File: src/rtl/rc4_pkg.sv
// Shared types and constants for the RC4 key-search sequencer.
package rc4_pkg;

  // Top-level sequencer states
  typedef enum logic [2:0] {
    ST_IDLE,
    ST_INIT_RUN,
    ST_KSA_RUN,
    ST_DEC_RUN,
    ST_CHECK,
    ST_DONE
  } seq_state_t;

  // Which phase FSM currently owns the single S-memory port
  typedef enum logic [1:0] {
    OWN_NONE,
    OWN_INIT,
    OWN_KSA,
    OWN_DEC
  } s_owner_t;

  // Plaintext alphabet: space plus lowercase letters
  localparam logic [7:0] ASCII_SPACE = 8'h20;
  localparam logic [7:0] ASCII_A_LO  = 8'h61;
  localparam logic [7:0] ASCII_Z_LO  = 8'h7A;

  // S-port ownership follows the running phase; idle/check/done own nothing
  function automatic s_owner_t owner_of(input seq_state_t st);
    case (st)
      ST_INIT_RUN: return OWN_INIT;
      ST_KSA_RUN:  return OWN_KSA;
      ST_DEC_RUN:  return OWN_DEC;
      default:     return OWN_NONE;
    endcase
  endfunction

endpackage

File: src/rtl/rc4_char_screen.sv
// Sticky "bad plaintext" flag: cleared at the start of each decrypt pass,
// set by any written byte outside {space, 'a'..'z'}.
module rc4_char_screen
  import rc4_pkg::*;
#(
  parameter int DATA_W = 8
) (
  input  logic              i_clock,
  input  logic              i_reset_n,
  input  logic              i_clr,
  input  logic              i_wren,
  input  logic [DATA_W-1:0] i_data,
  output logic              o_bad
);

  logic w_plain;
  logic r_bad;

  assign w_plain = (i_data == DATA_W'(ASCII_SPACE)) ||
                   ((i_data >= DATA_W'(ASCII_A_LO)) && (i_data <= DATA_W'(ASCII_Z_LO)));

  // Clear wins; otherwise latch any non-plaintext byte until the next clear
  always_ff @(posedge i_clock or negedge i_reset_n) begin
    if (!i_reset_n) begin
      r_bad <= 1'b0;
    end else if (i_clr) begin
      r_bad <= 1'b0;
    end else if (i_wren && !w_plain) begin
      r_bad <= 1'b1;
    end
  end

  assign o_bad = r_bad;

endmodule

File: src/rtl/rc4_key_search_sequencer.sv
// Key-search sequencer: walks candidate keys, runs S-init / KSA / decrypt
// per key, owns the S-memory mux and stops on the first plaintext-looking key.
module rc4_key_search_sequencer
  import rc4_pkg::*;
#(
  parameter int                KEY_W     = 24,
  parameter logic [KEY_W-1:0]  KEY_FIRST = '0,
  parameter logic [KEY_W-1:0]  KEY_LAST  = KEY_W'(24'h3FFFFF),
  parameter int                ADDR_W    = 8,
  parameter int                DATA_W    = 8
) (
  input  logic              i_clock,
  input  logic              i_reset_n,
  input  logic              i_go,
  output logic [KEY_W-1:0]  o_key,
  output logic              o_init_start,
  input  logic              i_init_finish,
  output logic              o_ksa_start,
  input  logic              i_ksa_finish,
  output logic              o_dec_start,
  input  logic              i_dec_finish,
  input  logic [ADDR_W-1:0] i_init_s_address,
  input  logic [DATA_W-1:0] i_init_s_data,
  input  logic              i_init_s_wren,
  input  logic [ADDR_W-1:0] i_ksa_s_address,
  input  logic [DATA_W-1:0] i_ksa_s_data,
  input  logic              i_ksa_s_wren,
  input  logic [ADDR_W-1:0] i_dec_s_address,
  input  logic [DATA_W-1:0] i_dec_s_data,
  input  logic              i_dec_s_wren,
  output logic [ADDR_W-1:0] o_s_address,
  output logic [DATA_W-1:0] o_s_data,
  output logic              o_s_wren,
  input  logic              i_dec_wren,
  input  logic [DATA_W-1:0] i_dec_data,
  output logic              o_busy,
  output logic              o_done,
  output logic              o_found
);

  seq_state_t       r_state;
  seq_state_t       w_next_state;
  s_owner_t         w_owner;
  logic [KEY_W-1:0] r_key;
  logic             r_found;
  logic             r_init_start;
  logic             r_ksa_start;
  logic             r_dec_start;
  logic             w_bad;
  logic             w_go_accept;
  logic             w_last_key;

  assign w_go_accept = i_go && ((r_state == ST_IDLE) || (r_state == ST_DONE));
  // ">=" keeps a misconfigured KEY_FIRST > KEY_LAST from running away
  assign w_last_key  = (r_key >= KEY_LAST);

  rc4_char_screen #(.DATA_W(DATA_W)) u_screen (
    .i_clock   (i_clock),
    .i_reset_n (i_reset_n),
    .i_clr     ((r_state == ST_KSA_RUN) && i_ksa_finish),
    .i_wren    ((r_state == ST_DEC_RUN) && i_dec_wren),
    .i_data    (i_dec_data),
    .o_bad     (w_bad)
  );

  // State register
  always_ff @(posedge i_clock or negedge i_reset_n) begin
    if (!i_reset_n) r_state <= ST_IDLE;
    else            r_state <= w_next_state;
  end

  // Next-state logic; finish pulses only matter in their own phase
  always_comb begin
    w_next_state = r_state;
    case (r_state)
      ST_IDLE, ST_DONE: if (w_go_accept)   w_next_state = ST_INIT_RUN;
      ST_INIT_RUN:      if (i_init_finish) w_next_state = ST_KSA_RUN;
      ST_KSA_RUN:       if (i_ksa_finish)  w_next_state = ST_DEC_RUN;
      ST_DEC_RUN:       if (i_dec_finish)  w_next_state = ST_CHECK;
      ST_CHECK: begin
        if (!w_bad || w_last_key) w_next_state = ST_DONE;
        else                      w_next_state = ST_INIT_RUN;
      end
      default:          w_next_state = ST_IDLE;
    endcase
  end

  // Status flags and the state-driven S-memory port mux
  always_comb begin
    o_busy      = (r_state != ST_IDLE) && (r_state != ST_DONE);
    o_done      = (r_state == ST_DONE);
    w_owner     = owner_of(r_state);
    o_s_address = '0;
    o_s_data    = '0;
    o_s_wren    = 1'b0;
    case (w_owner)
      OWN_INIT: begin
        o_s_address = i_init_s_address;
        o_s_data    = i_init_s_data;
        o_s_wren    = i_init_s_wren;
      end
      OWN_KSA: begin
        o_s_address = i_ksa_s_address;
        o_s_data    = i_ksa_s_data;
        o_s_wren    = i_ksa_s_wren;
      end
      OWN_DEC: begin
        o_s_address = i_dec_s_address;
        o_s_data    = i_dec_s_data;
        o_s_wren    = i_dec_s_wren;
      end
      default: ;
    endcase
  end

  // One-cycle start pulses, high during the first cycle of each phase
  always_ff @(posedge i_clock or negedge i_reset_n) begin
    if (!i_reset_n) begin
      r_init_start <= 1'b0;
      r_ksa_start  <= 1'b0;
      r_dec_start  <= 1'b0;
    end else begin
      r_init_start <= (w_next_state == ST_INIT_RUN) && (r_state != ST_INIT_RUN);
      r_ksa_start  <= (w_next_state == ST_KSA_RUN)  && (r_state != ST_KSA_RUN);
      r_dec_start  <= (w_next_state == ST_DEC_RUN)  && (r_state != ST_DEC_RUN);
    end
  end

  // Candidate key and result flag; key saturates at KEY_LAST
  always_ff @(posedge i_clock or negedge i_reset_n) begin
    if (!i_reset_n) begin
      r_key   <= KEY_FIRST;
      r_found <= 1'b0;
    end else if (w_go_accept) begin
      r_key   <= KEY_FIRST;
      r_found <= 1'b0;
    end else if (r_state == ST_CHECK) begin
      if (!w_bad)           r_found <= 1'b1;
      else if (!w_last_key) r_key   <= r_key + KEY_W'(1);
    end
  end

  assign o_key        = r_key;
  assign o_found      = r_found;
  assign o_init_start = r_init_start;
  assign o_ksa_start  = r_ksa_start;
  assign o_dec_start  = r_dec_start;

endmodule
File: config.mk
export PLATFORM = sky130hd
export DESIGN_NAME = rc4_key_search_sequencer
export DESIGN_NICKNAME = d
export VERILOG_FILES = /design/src/rtl/rc4_pkg.sv /design/src/rtl/rc4_char_screen.sv /design/src/rtl/rc4_key_search_sequencer.sv
export SDC_FILE = /design/constraint.sdc
export NUM_CORES = 1
export LEC_CHECK = 0
export ABC_CLOCK_PERIOD_IN_PS = 5200
export CAP_MARGIN = 20
export CORE_ASPECT_RATIO = 0.6
export CORE_MARGIN = 10
export CORE_UTILIZATION = 44
export DETAILED_ROUTE_END_ITERATION = 12
export PLACE_DENSITY = 0.95
export SYNTH_ARGS = -nofsm -noshare
export SYNTH_HDL_FRONTEND = slang
export SYNTH_SLANG_ARGS = --single-unit
File: constraint.sdc
create_clock -name i_clock -period 5.2 [get_ports i_clock]
set_clock_uncertainty 0.2 [all_clocks]
set_input_delay 0.52 -clock i_clock [delete_from_list [all_inputs] [get_ports i_clock]]
set_output_delay 0.52 -clock i_clock [all_outputs]
set_load 0.02 [all_outputs]
==> metrics.txt <==
final hold slack 334.9 ps; final instance area 3492 sq um; layout cells sized above 1 0.09192; HPWL Detailed 6479 um; HP Class flip-flop to flip-flop; sequential share of power 0.296; hold path depth 2; Port Buffer Count between 100 and 150; Post-synth top flop dfrtp_1; pwr/cell area 413.3 nW/um^2; critical path endpoint category output port; Synth Area in Simple Gates 0.2753; Worst EP required about 4500 ps; Detail Route Antenna Nets 0; DR DRC count 0; Rel. slew slack 0.2689; R2R Path Start r_state[1]; clk_lat worst skew 280 ps; Leak Pwr between 0.001 and 0.0015 uW; outcome finished, final reports clean; Worst IR Drop VDD 0.0002949 V; Die Span Y 75.11 um; first-pass GRT wire length 12,700 um; setup bufs post-CTS 0; top post-synthesis cells by area dfrtp_1, mux2_2, nor2_1; via count ~2,500; Final Cycle Share 0.7488; largest net degree at the start of global routing 36; Reg2Reg Depth 5; vias in the first global route ~2,400; Post-synth EDFFs 0; Post-synth ARST share 1.000; Synth Area in Compound Gates 0.1787; CP Max Fanout 27; TritonCTS buffer count 5; Setup Crit Path Kind flip-flop to output port; GR Overflow Total 0; number of antenna violations at the first check in global routing 0; CTS max path bufs 2; Syn Inst Count 251; P_sw 622.1 uW; Max Cap Violations 0; Switching Share 0.4311; Synthesized Nets 318; die width 111.9 um; Synth cell types 45; Initial Util 0.4708; placed cell area 3385 sq um; top-level port count roughly 110; post-CTS resize count 0; Synth Cell Area between 2000 and 2500 sq um; Yosys Warn Count 0; Final setup viols 0; FMAX 256.8 MHz; GPL Wtd Cong 0.8618; core region area 4731 sq um; register area share after synthesis 0.3596; clock sink count 32; max-slew violations 0; Avg Vias per Cell 5.810; Synth top area share 0.3596; minimum clock period 3894 ps; n_diodes 0; Post-Synth Adder-Cell Area 0.005618; syn_area_per_cell between 8 and 9 sq um; full die area 8401 sq um; setup TNS 0 ps; DRT iter0 DRCs 282; Avg WL per Cell 19.95 um; Finished Layout Cells 422; H-tree levels 2; final net count 426; total track usage 0.1866; area grow syn2layout 56.80%; clk root buf clkbuf_8; post-placement cell count 414; post-synth top area cell dfrtp_1; combinational power share 0.563; source of the critical timing path r_state[0]; Hold Startpoint o_found; critical path arrival around 3200 ps; Routed WL 8420 um; Placement Rows 19; Int Pwr between 800 and 900 uW; final hold viol count 0; synthesis-stage register bit count 32; multiplexer share of the synthesized area 0.09101; post-synthesis xor/xnor area fraction 0.05112; largest family of logic cells by synthesized area simple AND/OR/NAND/NOR gates; startpoint types flip-flop; hold buffers post-CTS 0; CTS tree yes; Slew @ Worst Pin 1097 ps; Clock power frac 0.141; Core Util, Final 0.7382; Worst-path clk slew 60 ps; TritonRoute pass-1 iters 5; RSZ-0062 raised after global routing no
## state kept, by name, summed over array words and instances (netlist names)
register,cells
o_init_start,1
u_screen.o_bad,1
o_ksa_start,1
o_key,24
r_state,3
o_dec_start,1
o_found,1
## final cells by class
cell class,count,area (sq um)
timing repair buffer,115,1147
multi-input combinational,199,1346
fill,333,1239
inverter,6,22.52
tap,63,78.83
sequential,32,800.8
clock buffer,7,96.34
## cells in the final DEF, fill, tap and decap left out, drive strengths merged, types with 2 or more instances in the layout
cell type / n
inv: 6
dfrtp: 32
o2111ai: 2
nor2b: 5
xor2: 3
o21ai: 10
nand2: 14
nand2b: 4
a21oi: 13
nand3: 6
and4: 6
o31ai: 3
clkdlybuf4s50: 112
clkbuf: 7
nor3: 7
or3: 8
xnor2: 10
or4: 2
nor2: 37
mux2: 18
or3b: 2
a2111oi: 4
buf: 3
nor4bb: 2
nor3b: 4
and2: 3
nand4: 7
a22oi: 17
## per-stage QoR
step	total power, uW	setup slack [ps]
after floorplan	856.6	2909
after global placement	1198	1477
after detailed placement	1228	1324
after CTS	1438	1007
after global routing	1526	1091
final	1443	1306
## critical path: stages, from the launching register on
cell	delay [ps]
dfrtp_1	970
inv_1	280
nor2_1	480
buf_6	230
a22oi_1	90
nor2_1	160
clkdlybuf4s50_1	670
## cells in the mapped netlist (2+ instances only)
| cell | instances |
|---|---|
| and4_1 | 6 |
| or4_1 | 2 |
| nand4_1 | 7 |
| or3_1 | 8 |
| nand2b_1 | 4 |
| o2111ai_1 | 2 |
| a21oi_1 | 13 |
| a22oi_1 | 17 |
| o21ai_0 | 10 |
| xor2_1 | 3 |
| dfrtp_1 | 32 |
| inv_1 | 6 |
| nor3b_1 | 3 |
| nor2b_1 | 5 |
| nor4bb_1 | 2 |
| mux2_2 | 18 |
| xnor2_1 | 10 |
| and2_1 | 3 |
| nand3_1 | 6 |
| nor2_1 | 37 |
| a2111oi_1 | 3 |
| o31ai_1 | 3 |
| buf_2 | 3 |
| clkbuf_1 | 9 |
| nor3_1 | 6 |
| nand2_1 | 14 |
## final timing paths
| kind | to | slack, ps |
|---|---|---|
| max | o_s_data[1] | 1310 |
| min | o_found | 330 |
| max reg2reg | o_key[19] | 2450 |
| min reg2reg | o_found | 330 |
| max in group asynchronous | r_state[0] | 4070 |
| min in group asynchronous | o_key[11] | 440 |
## kinds of logic after synthesis
logic type | Yosys count
flops | 32
fa+ha+maj | 1
xor+xnor | 13
compound gates | 56
mux | 18
simple gates | 111
buf+inv | 20
## power groups by stage
| stage | Clock [uW] | Combinational, uW | Sequential [uW] |
|---|---|---|---|
| floorplan | 0 | 485 | 371 |
| global placement | 0 | 778 | 421 |
| detailed placement | 0 | 802 | 426 |
| CTS | 207 | 807 | 423 |
| global route | 219 | 866 | 441 |
| finish | 203 | 813 | 427 |
## metal layers
layer	global-route usage	share of wire
met2	0.3211	0.51
met3	0.05873	0.080
met4	0.07660	0.018
met1	0.2157	0.39
met5	0	0
Power figures use the tool's default switching activity.
